$ cat src/rtl/sim_run_pkg.sv
// Shared types for the bench run controller: finish causes and FSM states.
// Monitor reporting imports the same enums so cause codes print consistently.
package sim_run_pkg;

  // Reason the run ended; NONE until the controller leaves RUN.
  typedef enum logic [2:0] {
    CAUSE_NONE    = 3'd0,
    CAUSE_HALT    = 3'd1,
    CAUSE_TIMEOUT = 3'd2,
    CAUSE_HANG    = 3'd3,
    CAUSE_ERROR   = 3'd4
  } cause_e;

  // Controller states: DUT held in reset, running, flushing after a failure, finished.
  typedef enum logic [1:0] {
    ST_HOLD  = 2'd0,
    ST_RUN   = 2'd1,
    ST_DRAIN = 2'd2,
    ST_DONE  = 2'd3
  } state_e;

  // Terminal count for a counter that must fire after 'limit' cycles.
  // A zero limit maps to 0 so the compare value is always well defined;
  // callers that treat zero as "disabled" gate the compare separately.
  function automatic logic [31:0] last_count(input int unsigned limit);
    if (limit == 0) begin
      return 32'd0;
    end
    return limit - 1;
  endfunction

endpackage

$ cat src/rtl/sat_counter.sv
// Saturating up-counter with synchronous clear (clear wins over enable).
// o_sat is high while the count sits at MAX; the count never wraps.
module sat_counter #(
  parameter int               WIDTH = 32,
  parameter logic [WIDTH-1:0] MAX   = '1
) (
  input  logic             i_clk,
  input  logic             i_rst_n,
  input  logic             i_clr,
  input  logic             i_en,
  output logic [WIDTH-1:0] o_count,
  output logic             o_sat
);

  logic [WIDTH-1:0] r_count;
  logic             w_at_max;

  assign w_at_max = (r_count == MAX);

  // Count register: clear has priority, then increment until MAX is reached.
  always_ff @(posedge i_clk or negedge i_rst_n) begin
    if (!i_rst_n) begin
      r_count <= '0;
    end else if (i_clr) begin
      r_count <= '0;
    end else if (i_en && !w_at_max) begin
      r_count <= r_count + 1'b1;
    end
  end

  assign o_count = r_count;
  assign o_sat   = w_at_max;

endmodule

$ cat src/rtl/sim_run_ctrl.sv
// Bench run controller: sequences the DUT reset, watches for halt, merged
// error channels, a global timeout and a forward-progress (hang) limit, and
// raises a sticky finish request with a pass/fail verdict and cause code.
//
// Finish contract: o_finish_req rises once and stays high until reset.
// o_pass, o_cause, o_err_seen and o_run_cycles are valid and stable whenever
// o_finish_req is high; the bench needs no acknowledge and may sample them on
// any cycle after it sees the request.
module sim_run_ctrl
  import sim_run_pkg::*;
#(
  parameter int          N_ERR      = 4,
  parameter int          RST_CYCLES = 2,
  parameter int unsigned TIMEOUT    = 10000000,
  parameter int unsigned HANG_LIMIT = 100000,
  parameter int          DRAIN      = 5,
  parameter int          CNT_W      = 32
) (
  input  logic             i_clk,
  input  logic             i_rst_n,
  input  logic             i_halt,
  input  logic             i_commit,
  input  logic [N_ERR-1:0] i_err,
  output logic             o_dut_rst,
  output logic             o_running,
  output logic             o_finish_req,
  output logic             o_pass,
  output logic [2:0]       o_cause,
  output logic [N_ERR-1:0] o_err_seen,
  output logic [CNT_W-1:0] o_run_cycles,
  output logic [1:0]       o_state
);

  // Compare values. The hold/drain counter restarts at 0 on every state
  // change, so each phase ends when it reaches its own "last" value.
  localparam logic [CNT_W-1:0] LP_HOLD_LAST  = CNT_W'(last_count(RST_CYCLES));
  localparam logic [CNT_W-1:0] LP_DRAIN_LAST = CNT_W'(last_count(DRAIN));
  localparam logic [CNT_W-1:0] LP_HANG_LAST  = CNT_W'(last_count(HANG_LIMIT));
  localparam logic [CNT_W-1:0] LP_TO_LAST    = CNT_W'(last_count(TIMEOUT));
  localparam logic [CNT_W-1:0] LP_HANG_MAX   = CNT_W'(HANG_LIMIT);

  // A failure either drains first or, with no drain time, finishes at once.
  localparam state_e LP_FAIL_STATE = (DRAIN == 0) ? ST_DONE : ST_DRAIN;

  state_e           r_state;
  state_e           w_next_state;
  cause_e           r_cause;
  cause_e           w_next_cause;
  logic [N_ERR-1:0] r_err_seen;

  logic [CNT_W-1:0] w_run_cnt;
  logic [CNT_W-1:0] w_hang_cnt;
  logic [CNT_W-1:0] w_aux_cnt;
  logic             w_run_sat;
  logic             w_hang_sat;
  logic             w_aux_sat;
  logic             w_unused_sat;

  logic             w_in_run;
  logic             w_any_err;
  logic             w_hang_hit;
  logic             w_to_hit;
  logic             w_run_en;
  logic             w_hang_clr;
  logic             w_aux_clr;
  logic             w_aux_en;

  assign w_in_run  = (r_state == ST_RUN);
  assign w_any_err = |i_err;

  // Hang fires on the cycle that would make HANG_LIMIT commit-free cycles.
  assign w_hang_hit = (HANG_LIMIT != 0) && w_in_run && !i_commit &&
                      (w_hang_cnt == LP_HANG_LAST);
  // Timeout fires on run cycle TIMEOUT-1, i.e. after TIMEOUT cycles in RUN.
  assign w_to_hit   = (TIMEOUT != 0) && w_in_run && (w_run_cnt == LP_TO_LAST);

  // Next-state and cause selection; inside RUN the priority is
  // ERROR > HALT > HANG > TIMEOUT.
  always_comb begin
    w_next_state = r_state;
    w_next_cause = r_cause;
    case (r_state)
      ST_HOLD: begin
        if (w_aux_cnt == LP_HOLD_LAST) begin
          w_next_state = ST_RUN;
        end
      end
      ST_RUN: begin
        if (w_any_err) begin
          w_next_cause = CAUSE_ERROR;
          w_next_state = LP_FAIL_STATE;
        end else if (i_halt) begin
          w_next_cause = CAUSE_HALT;
          w_next_state = ST_DONE;
        end else if (w_hang_hit) begin
          w_next_cause = CAUSE_HANG;
          w_next_state = LP_FAIL_STATE;
        end else if (w_to_hit) begin
          w_next_cause = CAUSE_TIMEOUT;
          w_next_state = LP_FAIL_STATE;
        end
      end
      ST_DRAIN: begin
        if (w_aux_cnt == LP_DRAIN_LAST) begin
          w_next_state = ST_DONE;
        end
      end
      ST_DONE: begin
        w_next_state = ST_DONE;
      end
      default: begin
        w_next_state = ST_HOLD;
      end
    endcase
  end

  // State, cause and sticky error capture; errors count only in RUN/DRAIN
  // because the memory and monitor models are still settling during HOLD.
  always_ff @(posedge i_clk or negedge i_rst_n) begin
    if (!i_rst_n) begin
      r_state    <= ST_HOLD;
      r_cause    <= CAUSE_NONE;
      r_err_seen <= '0;
    end else begin
      r_state <= w_next_state;
      r_cause <= w_next_cause;
      if ((r_state == ST_RUN) || (r_state == ST_DRAIN)) begin
        r_err_seen <= r_err_seen | i_err;
      end
    end
  end

  // run_cycles advances only on cycles that stay in RUN, so at finish it
  // reports the run cycle on which the ending event was taken.
  assign w_run_en   = w_in_run && (w_next_state == ST_RUN);
  // The hang counter is held at 0 outside RUN and on every retired instruction.
  assign w_hang_clr = !w_in_run || i_commit;
  // One counter serves both HOLD and DRAIN; it restarts on each state change.
  assign w_aux_clr  = (w_next_state != r_state);
  assign w_aux_en   = (r_state == ST_HOLD) || (r_state == ST_DRAIN);

  sat_counter #(
    .WIDTH (CNT_W)
  ) u_run_cnt (
    .i_clk   (i_clk),
    .i_rst_n (i_rst_n),
    .i_clr   (1'b0),
    .i_en    (w_run_en),
    .o_count (w_run_cnt),
    .o_sat   (w_run_sat)
  );

  sat_counter #(
    .WIDTH (CNT_W),
    .MAX   (LP_HANG_MAX)
  ) u_hang_cnt (
    .i_clk   (i_clk),
    .i_rst_n (i_rst_n),
    .i_clr   (w_hang_clr),
    .i_en    (w_in_run),
    .o_count (w_hang_cnt),
    .o_sat   (w_hang_sat)
  );

  sat_counter #(
    .WIDTH (CNT_W)
  ) u_aux_cnt (
    .i_clk   (i_clk),
    .i_rst_n (i_rst_n),
    .i_clr   (w_aux_clr),
    .i_en    (w_aux_en),
    .o_count (w_aux_cnt),
    .o_sat   (w_aux_sat)
  );

  // Saturation flags are not needed for control here: the compares above end
  // each phase before any counter can reach its ceiling.
  assign w_unused_sat = w_run_sat ^ w_hang_sat ^ w_aux_sat;

  // All outputs decode registered state only, so nothing combinational runs
  // from the rst release or from halt/err to the bench.
  assign o_dut_rst    = (r_state == ST_HOLD);
  assign o_running    = (r_state == ST_RUN);
  assign o_finish_req = (r_state == ST_DONE);
  assign o_pass       = (r_state == ST_DONE) && (r_cause == CAUSE_HALT) &&
                        (r_err_seen == '0);
  assign o_cause      = r_cause;
  assign o_err_seen   = r_err_seen;
  assign o_run_cycles = w_run_cnt;
  assign o_state      = r_state;

endmodule
$ cat config.mk
export PLATFORM = sky130hd
export DESIGN_NAME = sim_run_ctrl
export DESIGN_NICKNAME = d
export VERILOG_FILES = /design/src/rtl/sim_run_pkg.sv /design/src/rtl/sat_counter.sv /design/src/rtl/sim_run_ctrl.sv
export SDC_FILE = /design/constraint.sdc
export NUM_CORES = 1
export LEC_CHECK = 0
export CAP_MARGIN = 15
export CORE_UTILIZATION = 45
export DETAILED_ROUTE_END_ITERATION = 8
export DONT_BUFFER_PORTS = 1
export GPL_ROUTABILITY_DRIVEN = 0
export GPL_TIMING_DRIVEN = 0
export SLEW_MARGIN = 20
export SYNTH_ARGS = -nofsm -noshare
export SYNTH_HDL_FRONTEND = slang
export SYNTH_SLANG_ARGS = --single-unit
$ cat constraint.sdc
create_clock -name i_clk -period 2.7 [get_ports i_clk]
set_input_delay 0.54 -clock i_clk [delete_from_list [all_inputs] [get_ports i_clk]]
set_output_delay 0.54 -clock i_clk [all_outputs]
set_load 0.02 [all_outputs]
==> results.py, run 1 <==
metrics = {
    "outcome": {
        "status": "complete, but fails checks",
        "violations": "negative hold slack, negative setup slack",
    },
    "floorplanning": {
        "die_area_sq_mm": 0.0129,
        "die_x_um": 114,
        "rows": 40,
        "start_util_pct": 46.5,
        "pin_count": 53,
        "core-area_sq_mm": 0.0121,
        "die_h_um": 114,
    },
    "synthesis": {
        "syn-cell-area_sq_mm": 0.00561,
        "synth_top_area_share_pct": 46.8,
        "yosysMostFrequentCell": "dfrtp_1",
        "yosys.area.top_type": "dfrtp_1",
        "synth_common_cells": "105 x dfrtp_1, 81 x nor2_1, 63 x xnor2_1",
        "ys_ff_latch": 105,
        "synth_flop_cell": "dfrtp_1",
        "syn_area_per_cell_sq_um": 9.47,
        "synth.distinct_cells": 45,
        "async_reset_ff_share_pct": 100,
        "synth_area_leaders": "dfrtp_1 47%, xnor2_1 9.8%, nor2_1 5.4%",
        "syn_nets": 611,
        "syn_inst": 593,
        "ys_seq_area_share_pct": 46.8,
        "synth_edf_count": 0,
        "yosysWarnings": 0,
    },
    "detailed_routing": {
        "ant_nets": 0,
        "route.detailed.drc": 0,
        "wirelength_mm": 13.5,
        "drtIter0Drc": 315,
        "drt-pass1-iter-count": 5,
        "vias_per_cell": 5.61,
        "vias": 4435,
        "routedWlPerCell_um": 17.0,
    },
    "cts": {
        "htree_levels": 3,
        "cts.clk_slew.worst_paths_ns": 0.07,
        "cts_tree": "built",
        "cts_sinks": 105,
        "clk_path_buf_depth": 2,
        "numCtsBuffers": 9,
        "clk_latency_ns": 0.36,
        "cts_root_buf": "clkbuf_16",
    },
    "final_layout": {
        "layout-drive-gt1-share_pct": 15.4,
        "fin_nets": 635,
        "num_antenna_cells": 0,
        "layout-area-overhead-vs-synth_pct": 17.1,
        "final_util_pct": 54.5,
        "fill_cells": 1104,
        "finish.instance_area_sq_mm": 0.00657,
    },
    "setup_path": {
        "critPathLaunchType": "register",
        "worstSetupEndpointType": "register",
        "critPathMaxFanout": 7,
        "setup.worst_path.class": "register to register",
        "reg2reg_to": "u_run_cnt.o_count[1]$_DFFE_PN0P_",
        "r2r_start": "u_run_cnt.o_count[18]$_DFFE_PN0P_",
        "reg2reg_slack_ns": -0.22,
        "worstPathRequired_ns": 2.94,
        "rr_worst_depth": 8,
        "worstPathArrival_ns": 3.16,
    },
    "grt": {
        "grt_max_degree": 106,
        "antenna_found_initial": 0,
        "first_global_vias": 4236,
        "grt_pass1_wl_mm": 21.8,
        "grt_usage_pct": 21.7,
        "gr-total-overflow": 0,
    },
    "power_and_ir_drop": {
        "p_leak_nw": 2.65,
        "powerDensity_mw_per_mm2": 434,
        "p_total_mw": 2.85,
        "vdd_drop_max_v": 0.000479,
    },
    "timing": {
        "holdWs_ns": -0.118,
        "max_slew_margin_pct": 48.4,
        "fin_crit_sh_pct": 108,
        "worstMarginPinSlew_ns": 0.767,
        "hold_viol_final": 105,
        "slew_viol_final": 0,
        "fmax_ghz": 0.342,
        "finClkSkew_ns": 0.0102,
        "period_minus_slack_ns": 2.92,
        "rsz0062_at_grt": "yes",
        "setup_violations": 64,
        "fin_ws_ns": -0.222,
    },
    "placed_design": {
        "place_area_sq_mm": 0.00584,
        "pre_cts_slack_ns": -0.554,
        "io_buffer_count": 0,
        "hpwl_mm": 9.07,
    },
    "hold_path": {
        "hold_path_class": "input pin to asynchronous set/reset pin",
    },
    "job": {
        "drv_cap": 0,
    },
}
stage by stage:
stage / instances / TNS (ns) / hold WS, ns
global route: 790 / -15.37 / -0.141
CTS: 783 / -9.19 / -0.136
detailed placement: 761 / -23.70 / 0.250
floorplan: 593 / 0 / 0.244
finish: 790 / -10.03 / -0.118
global placement: 761 / -23.71 / 0.251
power by group:
part	leakage (nW)	total (mW)	internal (mW)	switching, mW
Sequential	1.28	1.57	1.57	0.000598
Clock	0.141	1.28	0.686	0.594
Combinational	1.23	0.00223	0.00123	0.00100
Total	2.65	2.85	2.26	0.596
per-layer routing:
metal	global-route usage, %	share of wire [%]	vias up
li1	-	-	2156
met2	33.5	47	88
met4	6.05	1.6	0
met1	29.3	46	2174
met5	0	0	-
met3	6.85	5.2	17
sequential cells by signal, summed over array words and instances, names as in the netlist:
signal,count
o_state,2
u_run_cnt.o_count,32
o_cause,3
u_hang_cnt.o_count,32
o_err_seen,4
u_aux_cnt.o_count,32
cell usage in the layout (no fill, tap or decap), drive strengths merged, types with 11 or more instances in the layout:
| cell type | instances |
|---|---|
| and4 | 12 |
| xnor2 | 63 |
| clkbuf | 20 |
| dfrtp | 105 |
| nand2 | 38 |
| and3 | 15 |
| nor2 | 91 |
| a21oi | 12 |
| nand4 | 37 |
| inv | 21 |
| nand3 | 49 |
| nor4 | 20 |
| o21ai | 11 |
| nor3 | 18 |
| xor2 | 23 |
| buf | 22 |
cells by family (layout without fill, tap and decap cells):
group,count (synthesis),in the layout,synth area share (%)
adders and majority gates,10,10,2.23
DFF,105,105,46.8
and+or+nand+nor,313,313,29.5
muxes,2,2,0.379
buffers and inverters,38,67,3.03
AOI/OAI and AO/OA,39,39,4.59
xor gates and xnor gates,86,86,13.4
repair_timing:
item | 4_1_cts | 5_1_grt
buffers inserted | 5 | 4
gates resized for setup | 21 | 70
setup endpoints to repair | 67 | 71
endpoints found under the hold margin | 105 | 105
pin swaps | 1 | 6
cloned | 1 | 4
how the worst max path moves through the flow:
stage	from	end	slack [ns]	depth (start not counted)
floorplan	u_run_cnt.o_count[7]$_DFFE_PN0P_	u_aux_cnt.o_count[3]$_DFFE_PN0P_	0.004	8
CTS	u_run_cnt.o_count[18]$_DFFE_PN0P_	u_aux_cnt.o_count[5]$_DFFE_PN0P_	-0.18	9
detailed placement	o_state[0]$_DFF_PN0_	u_run_cnt.o_count[22]$_DFFE_PN0P_	-0.55	9
global route	u_run_cnt.o_count[18]$_DFFE_PN0P_	u_aux_cnt.o_count[13]$_DFFE_PN0P_	-0.31	9
finish	u_run_cnt.o_count[18]$_DFFE_PN0P_	u_run_cnt.o_count[1]$_DFFE_PN0P_	-0.22	8
global placement	o_state[0]$_DFF_PN0_	u_run_cnt.o_count[22]$_DFFE_PN0P_	-0.59	9
critical path, stage by stage (launching register included):
cell	delay, ns
dfrtp_2	0.49
or4b_4	0.56
or4_4	0.52
or4_4	0.46
nand3_4	0.12
buf_4	0.13
a21oi_4	0.10
nand2_2	0.11
mux2_2	0.33
cell type report:
| type | instances | area, sq um | area share [%] |
|---|---|---|---|
| flip-flops and latches | 105 | 2640 | 40.2 |
| inverters | 20 | 77.6 | 1.18 |
| clock buffers | 12 | 256 | 3.90 |
| well taps | 168 | 210 | 3.20 |
| clock inverters | 4 | 36.3 | 0.552 |
| plain buffers | 17 | 140 | 2.13 |
| multi-input cells | 450 | 3060 | 46.6 |
| repair buffers | 14 | 150 | 2.28 |
(Power assumes the default switching activity.)
==> inputs of run 2 (changes only) <==
- SETUP_SLACK_MARGIN: not set -> 0.02
==> run 2 against run 1 <==
Against the previous run:
- the flow still finishes with violations (negative hold slack, negative setup slack)
- utilization down 1.1 points
- sequential share of layout area up 0.78 points
- sequential power barely moved
- clock skew is 0.0025 ns lower
- global-route usage up 0.21 points
- critical path depth unchanged
- cell count decreased by 0.51%
- via count about the same
- largest power group unchanged
- flip-flop and latch count stayed put
- highest routed layer unchanged
- die area is the same
- setup slack gained 0.062 ns
==> results.py, run 2 (synthesized netlist as in run 1, its figures left out) <==
metrics = {
    "outcome": {
        "status": "complete, but fails checks",
        "violations": "negative hold slack, negative setup slack",
    },
    "floorplanning": {
        "core-area_sq_mm": 0.0121,
        "pin_count": 53,
        "start_util_pct": 46.5,
        "die_h_um": 114,
        "die_x_um": 114,
        "die_area_sq_mm": 0.0129,
        "rows": 40,
    },
    "final_layout": {
        "final_cell_mix": "96 x dfrtp_1, 81 x nor2_1, 63 x xnor2_1, 37 x nand4_1, 37 x nand2_1",
        "fill_cells": 1078,
        "num_antenna_cells": 0,
        "layout-area-overhead-vs-synth_pct": 14.8,
        "final_common_cell": "dfrtp_1",
        "fin_nets": 631,
        "layout-drive-gt1-share_pct": 13.4,
    },
    "timing": {
        "worstMarginPinSlew_ns": 0.740,
        "rsz0062_at_grt": "yes",
        "period_minus_slack_ns": 2.86,
        "fin_ws_ns": -0.160,
        "holdWs_ns": -0.118,
        "hold_viol_final": 105,
        "tns_ns": -5.96,
        "max_slew_margin_pct": 50.2,
        "fmax_ghz": 0.350,
        "finClkSkew_ns": 0.00779,
        "slew_viol_final": 0,
        "fin_crit_sh_pct": 106,
        "setup_violations": 64,
    },
    "setup_path": {
        "worstPathArrival_ns": 3.10,
        "path_cells": "or4b_1 -> or4_4 -> or4_4 -> nand3_4 -> buf_4 -> a21oi_4 -> nand2_2 -> mux2_2",
        "critPathLaunchType": "register",
        "critPathMaxFanout": 6,
        "critPathSlowestCell": "or4b_1",
        "setup.worst_path.class": "register to register",
        "crit_top_cell": "or4_4",
        "slowest_delay_ns": 0.53,
        "crit_family": "simple AND/OR/NAND/NOR gates",
        "cp_num_buf_inv": 1,
        "worstSetupEndpointType": "register",
        "worstPathRequired_ns": 2.94,
    },
    "cts": {
        "clk_latency_ns": 0.35,
        "cts.clk_slew.worst_paths_ns": 0.07,
        "cts_sinks": 105,
        "cts_root_buf": "clkbuf_16",
        "cts_tree": "built",
        "htree_levels": 3,
        "numCtsBuffers": 9,
        "clk_path_buf_depth": 2,
    },
    "grt": {
        "grt_max_degree": 106,
        "grt_pass1_wl_mm": 22.0,
        "gr-total-overflow": 0,
        "grt_usage_pct": 21.9,
        "first_global_vias": 4351,
        "antenna_found_initial": 0,
    },
    "placed_design": {
        "pre_cts_slack_ns": -0.535,
        "hpwl_mm": 8.98,
        "io_buffer_count": 0,
    },
    "detailed_routing": {
        "vias": 4438,
        "ant_nets": 0,
        "vias_per_cell": 5.65,
        "route.detailed.drc": 0,
        "wirelength_mm": 13.2,
        "drtIter0Drc": 237,
        "routedWlPerCell_um": 16.7,
        "drt-pass1-iter-count": 4,
    },
    "hold_path": {
        "hold_path_class": "input pin to asynchronous set/reset pin",
    },
    "power_and_ir_drop": {
        "powerDensity_mw_per_mm2": 444,
        "p_total_mw": 2.86,
        "vdd_drop_max_v": 0.000374,
        "p_leak_nw": 2.56,
    },
    "job": {
        "drv_cap": 0,
    },
}
-- run 2: cell count changes in the layout (fill, tap and decap cells not counted), moves of 2 or more --
cell      before  now
a21oi_1        7   10
a21oi_2        3    0
buf_6         12    8
clkbuf_8       2    4
inv_6          0    2
nand3_1       44   36
nand3_2        4   11
nor2_1        72   81
nor2_4         9    0
-- run 2: final timing paths --
path	startpoint	to	slack [ns]	cells after the start
setup / recovery	u_run_cnt.o_count[18]$_DFFE_PN0P_	u_run_cnt.o_count[1]$_DFFE_PN0P_	-0.16	8
hold / removal	i_rst_n	u_hang_cnt.o_count[11]$_DFFE_PN0P_	-0.12	0
setup reg to reg	u_run_cnt.o_count[18]$_DFFE_PN0P_	u_run_cnt.o_count[1]$_DFFE_PN0P_	-0.16	8
hold reg to reg	u_hang_cnt.o_count[10]$_DFFE_PN0P_	u_hang_cnt.o_count[10]$_DFFE_PN0P_	0.56	2
max in group asynchronous	i_rst_n	u_run_cnt.o_count[18]$_DFFE_PN0P_	2.67	0
min in group i_clk	i_err[3]	o_err_seen[3]$_DFFE_PN0P_	0.30	1
-- run 2: repair_timing --
| action | CTS | global route |
|---|---|---|
| cloned | 2 | 0 |
| pin swaps | 4 | 9 |
| setup buffers | 3 | 4 |
| resized for setup | 48 | 9 |
| endpoints found under the hold margin | 105 | 105 |
| setup endpoints to repair | 67 | 69 |
-- run 2: metrics by stage --
| step | utilization, % | hold WS, ns | cells | area (sq um) |
|---|---|---|---|---|
| final | 53.4 | -0.118 | 786 | 6440 |
| after global routing | 53.4 | -0.138 | 786 | 6440 |
| after CTS | 52.8 | -0.135 | 782 | 6370 |
| after detailed placement | 48.4 | 0.249 | 761 | 5840 |
| after global placement | 48.4 | 0.248 | 761 | 5840 |
| after floorplan | - | 0.244 | 593 | 5630 |
-- run 2: cell type report --
class                   count  area, sq um  share of cell area [%]
plain buffers              18          144                    2.23
multi-input cells         450         3010                    46.6
repair buffers              9         80.1                    1.24
clock inverters             4         35.0                   0.544
well taps                 168          210                    3.26
inverters                  20         75.1                    1.16
flip-flops and latches    105         2640                    40.9
clock buffers              12          256                    3.98
-- run 2: report_power, final --
part | leakage [nW] | switching (mW) | internal (mW) | total, mW
sequential | 1.28 | 0.000624 | 1.57 | 1.57
clock | 0.144 | 0.601 | 0.687 | 1.29
combinational | 1.14 | 0.00106 | 0.00131 | 0.00237
total | 2.56 | 0.603 | 2.26 | 2.86
-- run 2: metal layers --
metal	GRT usage (%)	share of wire, %	vias up
li1	-	-	2153
met1	29.5	47	2160
met2	33.1	45	107
met3	6.11	5.9	18
met4	8.95	2.0	0
met5	0	0	-
-- run 2: worst register-to-register path, cell delays in order (launching register included) --
cell and delay [ns]:
dfrtp_2 0.49, or4b_1 0.53, or4_4 0.51, or4_4 0.47
nand3_4 0.09, buf_4 0.12, a21oi_4 0.08, nand2_2 0.11
mux2_2 0.33
==> inputs of run 3 (changes only) <==
- MAX_ROUTING_LAYER: not set -> met4
- RECOVER_POWER: not set -> 100
==> run 3 against run 2 <==
Against the previous run:
- utilization barely moved
- via count rose by 0.41%
- flip-flop and latch count unchanged
- the run still ends with negative hold slack, negative setup slack left
- first-iteration DRC count fell by 0.84%
==> results.py, run 3 (synthesized netlist as in run 1, its figures left out) <==
metrics = {
    "power_and_ir_drop": {
        "p_total_mw": 2.86,
        "powerDensity_mw_per_mm2": 443,
        "vdd_drop_max_v": 0.000374,
        "p_leak_nw": 2.56,
    },
    "final_layout": {
        "final_common_cell": "dfrtp_1",
        "layout-area-overhead-vs-synth_pct": 14.8,
        "final_cell_mix": "95 x dfrtp_1, 81 x nor2_1, 63 x xnor2_1, 37 x nand4_1, 37 x nand2_1",
        "num_antenna_cells": 0,
        "final_util_pct": 53.4,
        "fin_nets": 631,
        "layout-drive-gt1-share_pct": 13.6,
    },
    "timing": {
        "period_minus_slack_ns": 2.85,
        "worstMarginPinSlew_ns": 0.742,
        "max_slew_margin_pct": 50.1,
        "fmax_ghz": 0.350,
        "holdWs_ns": -0.119,
        "setup_violations": 64,
        "fin_ws_ns": -0.153,
        "fin_crit_sh_pct": 106,
        "hold_viol_final": 105,
        "finClkSkew_ns": 0.00715,
        "tns_ns": -5.82,
        "slew_viol_final": 0,
        "rsz0062_at_grt": "yes",
    },
    "grt": {
        "use_met2_pct": 33.2,
        "grt_max_degree": 106,
        "use_met1_pct": 29.5,
        "gr-total-overflow": 0,
        "met3_usage_pct": 5.84,
        "grt-busiest-layer": "met2",
        "grt_pass1_wl_mm": 22.0,
        "first_global_vias": 4350,
        "antenna_found_initial": 0,
        "grt_usage_pct": 22.5,
    },
    "cts": {
        "htree_levels": 3,
        "numCtsBuffers": 9,
        "cts.clk_slew.worst_paths_ns": 0.07,
        "cts_tree": "built",
        "clk_path_buf_depth": 2,
        "cts_sinks": 105,
        "cts_root_buf": "clkbuf_16",
        "clk_latency_ns": 0.35,
    },
    "job": {
        "drv_cap": 0,
    },
    "setup_path": {
        "setup.worst_path.class": "register to register",
        "worstPathArrival_ns": 3.09,
        "critPathLaunchType": "register",
        "reg2reg_slack_ns": -0.15,
        "worstSetupEndpointType": "register",
        "r2r_start": "u_run_cnt.o_count[18]$_DFFE_PN0P_",
        "critPathMaxFanout": 6,
        "reg2reg_to": "u_run_cnt.o_count[1]$_DFFE_PN0P_",
        "rr_worst_depth": 8,
        "worstPathRequired_ns": 2.94,
    },
    "floorplanning": {
        "die_h_um": 114,
        "pin_count": 53,
        "core-area_sq_mm": 0.0121,
        "die_area_sq_mm": 0.0129,
        "start_util_pct": 46.5,
        "rows": 40,
        "die_x_um": 114,
    },
    "placed_design": {
        "hpwl_mm": 8.98,
        "io_buffer_count": 0,
    },
    "detailed_routing": {
        "drt-pass1-iter-count": 4,
        "wirelength_mm": 13.1,
        "route.detailed.drc": 0,
        "ant_nets": 0,
        "vias_per_cell": 5.67,
        "vias": 4456,
        "routedWlPerCell_um": 16.7,
        "drtIter0Drc": 235,
    },
    "outcome": {
        "violations": "negative hold slack, negative setup slack",
        "status": "complete, but fails checks",
    },
    "hold_path": {
        "hold_path_class": "input pin to asynchronous set/reset pin",
    },
}
[run 3: cell types whose count changed in the layout (fill, tap and decap cells not counted)]
cell and change:
dfrtp_1 -1, dfrtp_2 +1
[run 3: worst max-delay path, cell delays in order, from the launching register on]
cell,delay (ns)
dfrtp_2,0.49
or4b_1,0.53
or4_4,0.51
or4_4,0.47
nand3_4,0.09
buf_4,0.12
a21oi_4,0.08
nand2_2,0.11
mux2_2,0.33
[run 3: cell type report]
| type | instances | area, sq um |
|---|---|---|
| fill | 1077 | 5620 |
| multi-input combinational | 450 | 3010 |
| sequential | 105 | 2640 |
| clock buffer | 12 | 256 |
| tap | 168 | 210 |
| buffer | 18 | 144 |
| timing repair buffer | 9 | 80.1 |
| inverter | 20 | 75.1 |
| clock inverter | 4 | 35.0 |
[run 3: how the worst max path moves through the flow]
stage / from / endpoint / slack (ns) / depth (start not counted)
6_report: u_run_cnt.o_count[18]$_DFFE_PN0P_ / u_run_cnt.o_count[1]$_DFFE_PN0P_ / -0.15 / 8
5_1_grt: u_run_cnt.o_count[18]$_DFFE_PN0P_ / u_run_cnt.o_count[1]$_DFFE_PN0P_ / -0.24 / 8
4_1_cts: u_run_cnt.o_count[7]$_DFFE_PN0P_ / u_run_cnt.o_count[1]$_DFFE_PN0P_ / -0.16 / 8
3_5_place_dp: o_state[0]$_DFF_PN0_ / u_run_cnt.o_count[19]$_DFFE_PN0P_ / -0.53 / 9
3_3_place_gp: o_state[0]$_DFF_PN0_ / u_run_cnt.o_count[19]$_DFFE_PN0P_ / -0.52 / 9
2_1_floorplan: u_run_cnt.o_count[8]$_DFFE_PN0P_ / u_aux_cnt.o_count[3]$_DFFE_PN0P_ / 0.02 / 8
[run 3: layer usage]
layer	vias to the layer above	share of wire (%)
li1	2156	-
met1	2178	47
met4	0	2.2
met5	-	0
met2	100	46
met3	22	5.2
[run 3: stage by stage]
step | instances | area [sq um] | worst slack (ns)
after detailed placement | 761 | 5840 | -0.535
after CTS | 782 | 6370 | -0.157
final | 786 | 6450 | -0.153
after floorplan | 593 | 5630 | 0.0205
after global routing | 786 | 6450 | -0.240
after global placement | 761 | 5840 | -0.519
[run 3: repair_timing]
action / CTS / global route
cloned: 2 / 0
setup buffers: 3 / 4
pin swaps: 4 / 9
endpoints found under the setup margin: 67 / 69
gates resized for setup: 48 / 10
hold endpoints to repair: 105 / 105
[run 3: power by group]
| part | internal (mW) | switching (mW) | total, mW |
|---|---|---|---|
| logic | 0.00131 | 0.00104 | 0.00235 |
| registers | 1.57 | 0.000605 | 1.57 |
| clock network | 0.687 | 0.594 | 1.28 |
